$ cat src/rtl/cpu_pkg.sv
// cpu_pkg
// Shared definitions for the 8-bit pipelined core.
//   PC_W / INSTR_W   : program counter and instruction widths
//   HALT_OP / NOP_OP : opcodes the fetch stage treats specially
//   fetch_state_t    : fetch stage FSM states
package cpu_pkg;

  localparam int PC_W    = 8;
  localparam int INSTR_W = 8;

  localparam logic [INSTR_W-1:0] HALT_OP = 8'hFF;
  localparam logic [INSTR_W-1:0] NOP_OP  = 8'h00;

  typedef enum logic {
    RUN  = 1'b0,
    HALT = 1'b1
  } fetch_state_t;

endpackage

$ cat src/rtl/imem_rf.sv
// imem_rf
// Writable instruction memory for the fetch stage.
//   clk, rst  : clock (rising edge), asynchronous active-low reset that
//               clears every entry to zero
//   we        : write enable
//   waddr     : write address (AW bits)
//   wdata     : write data
//   raddr     : full-width PC used as read address
//   rdata     : combinational read data, NOP_OP when raddr is out of range
//   fault     : raddr lies at or beyond DEPTH
module imem_rf
  import cpu_pkg::*;
#(
  parameter int DEPTH = 32,
  parameter int AW    = $clog2(DEPTH)
) (
  input  logic               clk,
  input  logic               rst,
  input  logic               we,
  input  logic [AW-1:0]      waddr,
  input  logic [INSTR_W-1:0] wdata,
  input  logic [PC_W-1:0]    raddr,
  output logic [INSTR_W-1:0] rdata,
  output logic               fault
);

  logic [INSTR_W-1:0] mem [DEPTH];

  // Reset wipes the whole program so a stale image can never run after
  // a mid-operation reset; the loader has to fill it again.
  always_ff @(posedge clk or negedge rst) begin
    if (!rst) begin
      for (int i = 0; i < DEPTH; i++) begin
        mem[i] <= NOP_OP;
      end
    end else if (we) begin
      mem[waddr] <= wdata;
    end
  end

  // DEPTH is a power of two, so any set bit above the index field
  // means the PC points past the end of the array.
  if (AW < PC_W) begin : g_partial
    assign fault = |raddr[PC_W-1:AW];
  end else begin : g_full
    assign fault = 1'b0;
  end

  assign rdata = fault ? NOP_OP : mem[raddr[AW-1:0]];

endmodule

$ cat src/rtl/if_fetch_stage.sv
// if_fetch_stage
// Instruction-fetch stage feeding the IF/ID pipeline register.
//   clk, rst     : clock (rising edge), asynchronous active-low reset
//   stall        : hold PC and output (load-use hazard from ID)
//   jump_en      : redirect request resolved in ID
//   jump_target  : redirect address
//   load_en      : instruction memory write enable (pauses fetch)
//   load_addr    : instruction memory write address
//   load_data    : instruction memory write data
//   instrCode    : fetched instruction, NOP while halted
//   pc           : address of instrCode
//   flush        : squash IF/ID at this edge (combinational)
//   halted       : stage parked on a HALT opcode
//   imem_fault   : pc is beyond the instruction memory
module if_fetch_stage
  import cpu_pkg::*;
#(
  parameter int              IMEM_DEPTH = 32,
  parameter logic [PC_W-1:0] RESET_PC   = '0,
  parameter int              AW         = $clog2(IMEM_DEPTH)
) (
  input  logic               clk,
  input  logic               rst,
  input  logic               stall,
  input  logic               jump_en,
  input  logic [PC_W-1:0]    jump_target,
  input  logic               load_en,
  input  logic [AW-1:0]      load_addr,
  input  logic [INSTR_W-1:0] load_data,
  output logic [INSTR_W-1:0] instrCode,
  output logic [PC_W-1:0]    pc,
  output logic               flush,
  output logic               halted,
  output logic               imem_fault
);

  fetch_state_t       state, state_next;
  logic [PC_W-1:0]    pc_reg, pc_next;
  logic [INSTR_W-1:0] fetched;

  imem_rf #(
    .DEPTH (IMEM_DEPTH),
    .AW    (AW)
  ) u_imem (
    .clk   (clk),
    .rst   (rst),
    .we    (load_en),
    .waddr (load_addr),
    .wdata (load_data),
    .raddr (pc_reg),
    .rdata (fetched),
    .fault (imem_fault)
  );

  always_ff @(posedge clk or negedge rst) begin
    if (!rst) begin
      pc_reg <= RESET_PC;
      state  <= RUN;
    end else begin
      pc_reg <= pc_next;
      state  <= state_next;
    end
  end

  // Loading owns the cycle outright, then a jump beats a stall so the
  // wrong-path fetch is squashed even during a hazard hold. A fetched
  // HALT keeps its own PC so it is presented to IF/ID exactly once.
  always_comb begin
    pc_next    = pc_reg;
    state_next = state;
    if (load_en) begin
      pc_next    = pc_reg;
    end else if (jump_en) begin
      pc_next    = jump_target;
      state_next = RUN;
    end else if (stall) begin
      pc_next    = pc_reg;
    end else if (state == RUN) begin
      if (fetched == HALT_OP) begin
        state_next = HALT;
      end else begin
        pc_next = pc_reg + 1'b1;
      end
    end
  end

  assign pc        = pc_reg;
  assign halted    = (state == HALT);
  assign instrCode = (state == HALT) ? NOP_OP : fetched;
  assign flush     = jump_en & ~load_en;

endmodule

$ cat config.mk
export PLATFORM = sky130hd
export DESIGN_NAME = if_fetch_stage
export DESIGN_NICKNAME = d
export VERILOG_FILES = /design/src/rtl/cpu_pkg.sv /design/src/rtl/imem_rf.sv /design/src/rtl/if_fetch_stage.sv
export SDC_FILE = /design/constraint.sdc
export NUM_CORES = 1
export LEC_CHECK = 0
export CAP_MARGIN = 5
export CORE_UTILIZATION = 45
export CTS_CLUSTER_SIZE = 14
export DETAILED_ROUTE_END_ITERATION = 8
export GPL_ROUTABILITY_DRIVEN = 0
export PLACE_DENSITY = 0.66
export RECOVER_POWER = 50
export SYNTH_ARGS = -nofsm -noshare
export SYNTH_HDL_FRONTEND = slang
export SYNTH_SLANG_ARGS = --single-unit
$ cat constraint.sdc
create_clock -name clk -period 3.4 [get_ports clk]
set_input_delay 0.51 -clock clk [delete_from_list [all_inputs] [get_ports clk]]
set_output_delay 0.51 -clock clk [all_outputs]
set_load 0.02 [all_outputs]
Word level (Yosys, flattened, before mapping)
Index checks and enable logic that the tools add are counted. W data, S select, Z words.

Add/subtract/negate cells: 1. $lt $le $gt $ge: 3. Eq/ne operators: 4. Mux-type cells: 16. Bitwise operators: 4. Reductions and logical operators: 4.

Operators with widths (count): $bwmux W256 (1); $mux W8 (9); $bmux W8 S5 (1); $demux W8 S5 (1); $ge A6 B6 Y1 const B (2); $not A5 Y6 (2); $add A8 B1 Y8 const B (1); $eq A8 B8 Y1 const B (1); $lt A6 B1 Y1 const B (1); $mux W1 (4); $ne A2 B2 Y1 const B (2); $reduce_and A4 Y1 (1); $reduce_or A3 Y1 (1); $ne A2 B1 Y1 const B (1); $reduce_and A2 Y1 (1); $and A1 B1 Y1 (1); $logic_and A1 B1 Y1 (1); $not A1 Y1 (1).

Flip-flop bits (word level): 265. Input port bits: 26. Logic and storage cells: 66.

Depth between registers and ports, before layout
Depth in word-level cells: 10. Mapped depth: 11. Mapped depth without buffers: 7.

By module
A second synthesis with hierarchy kept.

Cell total of the unflattened synthesis: 813. Area, all modules: 12572.1 um2.

By module, submodules not included: imem_rf (instances 1, cells an instance 746, area each 11954.0 um2); if_fetch_stage (instances 1, cells an instance 67, area each 618.1 um2).

Worst setup path after synthesis
Ideal clock, no wire load.

Path kind: reg-to-output. Start: register pc_reg[0] (netlist: pc[0]). End: output instrCode[7]. Arrival: 2.113 ns. Path slack: 0.777 ns. Cell stages (with the launch flop): 8. Path through: dfrtp_1 buf_6 buf_12 buf_12 mux4_1 a211o_1 o21ai_1 nor2_1.

Cells in the longest elaborated chain, start to end: 6.

Ends and longest elaborated chain: start: declaration (line if_fetch_stage.sv:38) `logic [PC_W-1:0] pc_reg, pc_next;`; start signal: assignment (line if_fetch_stage.sv:60) `pc_reg <= pc_next;`; $not A5 Y6 (implied by the code) (line imem_rf.sv:49) `assign rdata = fault ? NOP_OP : mem[raddr[AW-1:0]];`; $bmux W8 S5 (line imem_rf.sv:49); $mux W8 (implied by the code) (2 in a row) (line imem_rf.sv:49); $mux W8 (line imem_rf.sv:49); $mux W8 (line if_fetch_stage.sv:89) `assign instrCode = (state == HALT) ? NOP_OP : fetched;`; end: declaration (line if_fetch_stage.sv:30) `output logic [INSTR_W-1:0] instrCode,`.

Every way passes these cells. The select of a mux whose other input is x is not followed.

Worst setup path after layout
Start: register pc_reg[0] (netlist: pc[0]). End: output instrCode[3].

Same word-level chain as after synthesis.

==> key figures <==
Status
  – Outcome: finished with violations
  – Failing checks: max-capacitance violations, max-slew violations

Power
  – Power Dens Cells: 625 nW/um^2
  – Pleak: 6.57 nW
  – VDD IR max: approximately 0.36 mV
  – Overall Power: 0.00924 W

Logic synthesis
  – Post-synth top flop: dfrtp_1
  – Yosys reg bits: 265
  – Synthesized Nets: 907
  – Syn avg cell area: 14.3 sq um
  – Synth Cell Area: around 13,000 sq um
  – EDFF count, synth: 0
  – Register area share after synthesis: 52.7%
  – Asr flop ratio synth: 100%
  – Post-Syn Instances: 880
  – Netlist cell types: 48
  – YS warnings: 0

Clocking
  – Clk sink count: roughly 270
  – CTS max path bufs: 3
  – Clock slew at reported path FFs: 60 ps
  – CTS Buf Count: 28
  – Htree depth: 1
  – Clock Tree Root: clkbuf_16
  – Clock Latency Late Sink: 550 ps
  – CTS tree: yes

Setup path
  – Critical path startpoint: pc[0]$_DFFE_PN0P_
  – Crit path kind: reg -> out
  – Crit Path Max Fanout: 7
  – Required time of the critical path: between 2000 and 3000 ps
  – CP Launch Type: flip-flop
  – Reg2Reg Launch Point: pc[0]$_DFFE_PN0P_
  – CP arrival: 2820 ps
  – WP buf/inv: 2
  – CP Cell Sequence: buf_12, mux4_1, a22o_1, a211oi_2, a211o_1, nor2_1, clkdlybuf4s15_1
  – Largest stage delay, worst path: 570 ps
  – Crit. End Element: output port
  – CP delay by family, top: compound AO/OA/AOI/OAI gates
  – Crit path max-delay cell type: mux4_1

STA
  – Final period util: between 90% and 100%
  – Setup TNS Final: 0 ps
  – Final setup fails: 0
  – Relative slew margins: -69.7%
  – Final slew viol count: 97
  – Period minus WS final: 3330 ps
  – Final hold violations: 0
  – RSZ-0062 raised after global routing: no
  – Slew @ Worst Pin: 2550 ps
  – F_max: roughly 0.30 GHz
  – Setup Skew: between 15 and 20 ps

Floorplan
  – Chip height: 169 um
  – Std-Cell Rows: 60
  – Die Area: 28,600 sq um
  – I/O pin count: 45
  – Core ar.: roughly 27,000 sq um
  – Die Wd: roughly 170 um
  – Starting Density: a little under half

Drt
  – DRT antenna net count: 0
  – DR vias: a little under 8,000
  – Vias per cell: 5.78
  – # DRC: 0
  – Iteration-0 DRC count of the detailed router: 604
  – Post-DR wirelength/cell: around 23 um
  – DR pass1 iterations: 5
  – Wirelength, routed: 30,500 um

Placement
  – Port-buffer cells: 44
  – Dpl hpwl: 19,900 um
  – Placed instance area: 13,600 sq um

Final layout
  – Inserted Diodes: 0
  – Fin nets: 986
  – Ratio of cells with drive above 1 in the final layout: a little under half
  – Largest register FFs: 256
  – Final instance area: 14,800 sq um
  – Synth-to-layout area growth: 17.6%

Global routing
  – First-pass GRT wire length: 48,100 um
  – GR Util All Layers: ~22%
  – Vias in the first global route: 7,992
  – Initial antenna violation count: 0
  – Grt ovf: 0
  – Largest net degree at the start of global routing: 98

Min path
  – Hold Crit Start: u_imem.mem[235]$_DFFE_PN0P_
  – Min-Delay Path Class: reg -> reg

Flow run
  – Max_cap viols: 1
[metrics by stage]
stage / utilization [%] / hold slack [ps] / std cells / worst slack [ps]
floorplan: - / 214 / 880 / 777
global placement: 50.1 / 481 / 1287 / 141
detailed placement: 50.1 / 488 / 1287 / 102
CTS: 54.6 / 37.8 / 1352 / 4.93
global route: 54.5 / 515 / 1353 / 0.362
finish: 54.5 / 498 / 1353 / 67.1
[cells in the mapped netlist (all sizes together) (8+ instances only)]
| library cell | number | area share [%] |
|---|---|---|
| inv | 8 | 0.24 |
| nor3 | 8 | 0.32 |
| o221ai | 8 | 0.56 |
| nor2 | 40 | 1.2 |
| mux4 | 44 | 8.3 |
| buf | 18 | 1.6 |
| a211o | 8 | 0.56 |
| clkbuf | 45 | 1.4 |
| mux2 | 266 | 24 |
| nand3 | 10 | 0.40 |
| nand2 | 30 | 0.89 |
| mux2i | 32 | 2.5 |
| a21oi | 13 | 0.52 |
| o21ai | 13 | 0.52 |
| dfrtp | 265 | 53 |
[cells in the final DEF (no fill, tap or decap), drive strengths merged, types with 8 or more instances in the layout]
master         count
a211o              8
a21oi             13
buf               61
clkbuf            56
clkdlybuf4s50     34
dfrtp            265
inv                8
mux2             266
mux2i             32
mux4              44
nand2             30
nand3             10
nor2              40
nor3               8
o21ai             13
o221ai             8
[repair_timing]
item	in CTS	in global routing
resized for setup	33	20
pin swaps	3	5
cloned	2	0
hold buffers	0	0
endpoints found under the setup margin	8	8
buffers inserted	11	1
[metal layers]
metal	up-vias	GRT usage [%]	part of all wire, %
li1	3465	-	-
met1	4124	31.8	46
met2	201	35.6	47
met3	37	3.22	5.0
met4	0	4.74	1.7
met5	-	0	0
[layout make-up]
type,count,area [sq um]
fillers,2289,12400
flip-flops and latches,265,6640
multi-input cells,543,5640
repair buffers,112,1090
clock buffers,44,851
well taps,372,465
clock inverters,8,78.8
inverters,9,33.8
[final timing paths]
path / to / slack (ps) / cells after the start
max in group asynchronous: u_imem.mem[60]$_DFFE_PN0P_ / 690 / 2
hold / removal: u_imem.mem[235]$_DFFE_PN0P_ / 500 / 1
setup reg to reg: pc[0]$_DFFE_PN0P_ / 260 / 10
setup / recovery: instrCode[3] / 70 / 7
min in group asynchronous: u_imem.mem[249]$_DFFE_PN0P_ / 740 / 1
hold reg to reg: u_imem.mem[235]$_DFFE_PN0P_ / 500 / 1
[worst reg2reg max path, stage by stage (launching register included)]
cell	delay [ps]
dfrtp_4	510
buf_12	150
bufbuf_16	290
mux2i_1	130
o221ai_1	350
a211oi_4	100
a211o_1	300
buf_4	160
nor4_2	480
nand2_1	90
o211ai_1	430
[power breakdown]
group,leakage [nW],internal (W),switching (W)
clock,0.459,0.00179,0.00125
combinational,2.74,0.00117,0.000962
sequential,3.38,0.00377,0.000309
total,6.57,0.00672,0.00252
[cell families after synthesis]
logic type / count (synthesis) / share of synthesized area [%]
compound gates: 85 / 4.88
flops: 265 / 52.7
buf+inv: 72 / 3.20
fa+ha+maj: 1 / 0.0994
simple gates: 115 / 4.45
mux: 342 / 34.7
No activity file was read; power rests on OpenSTA's default activity.
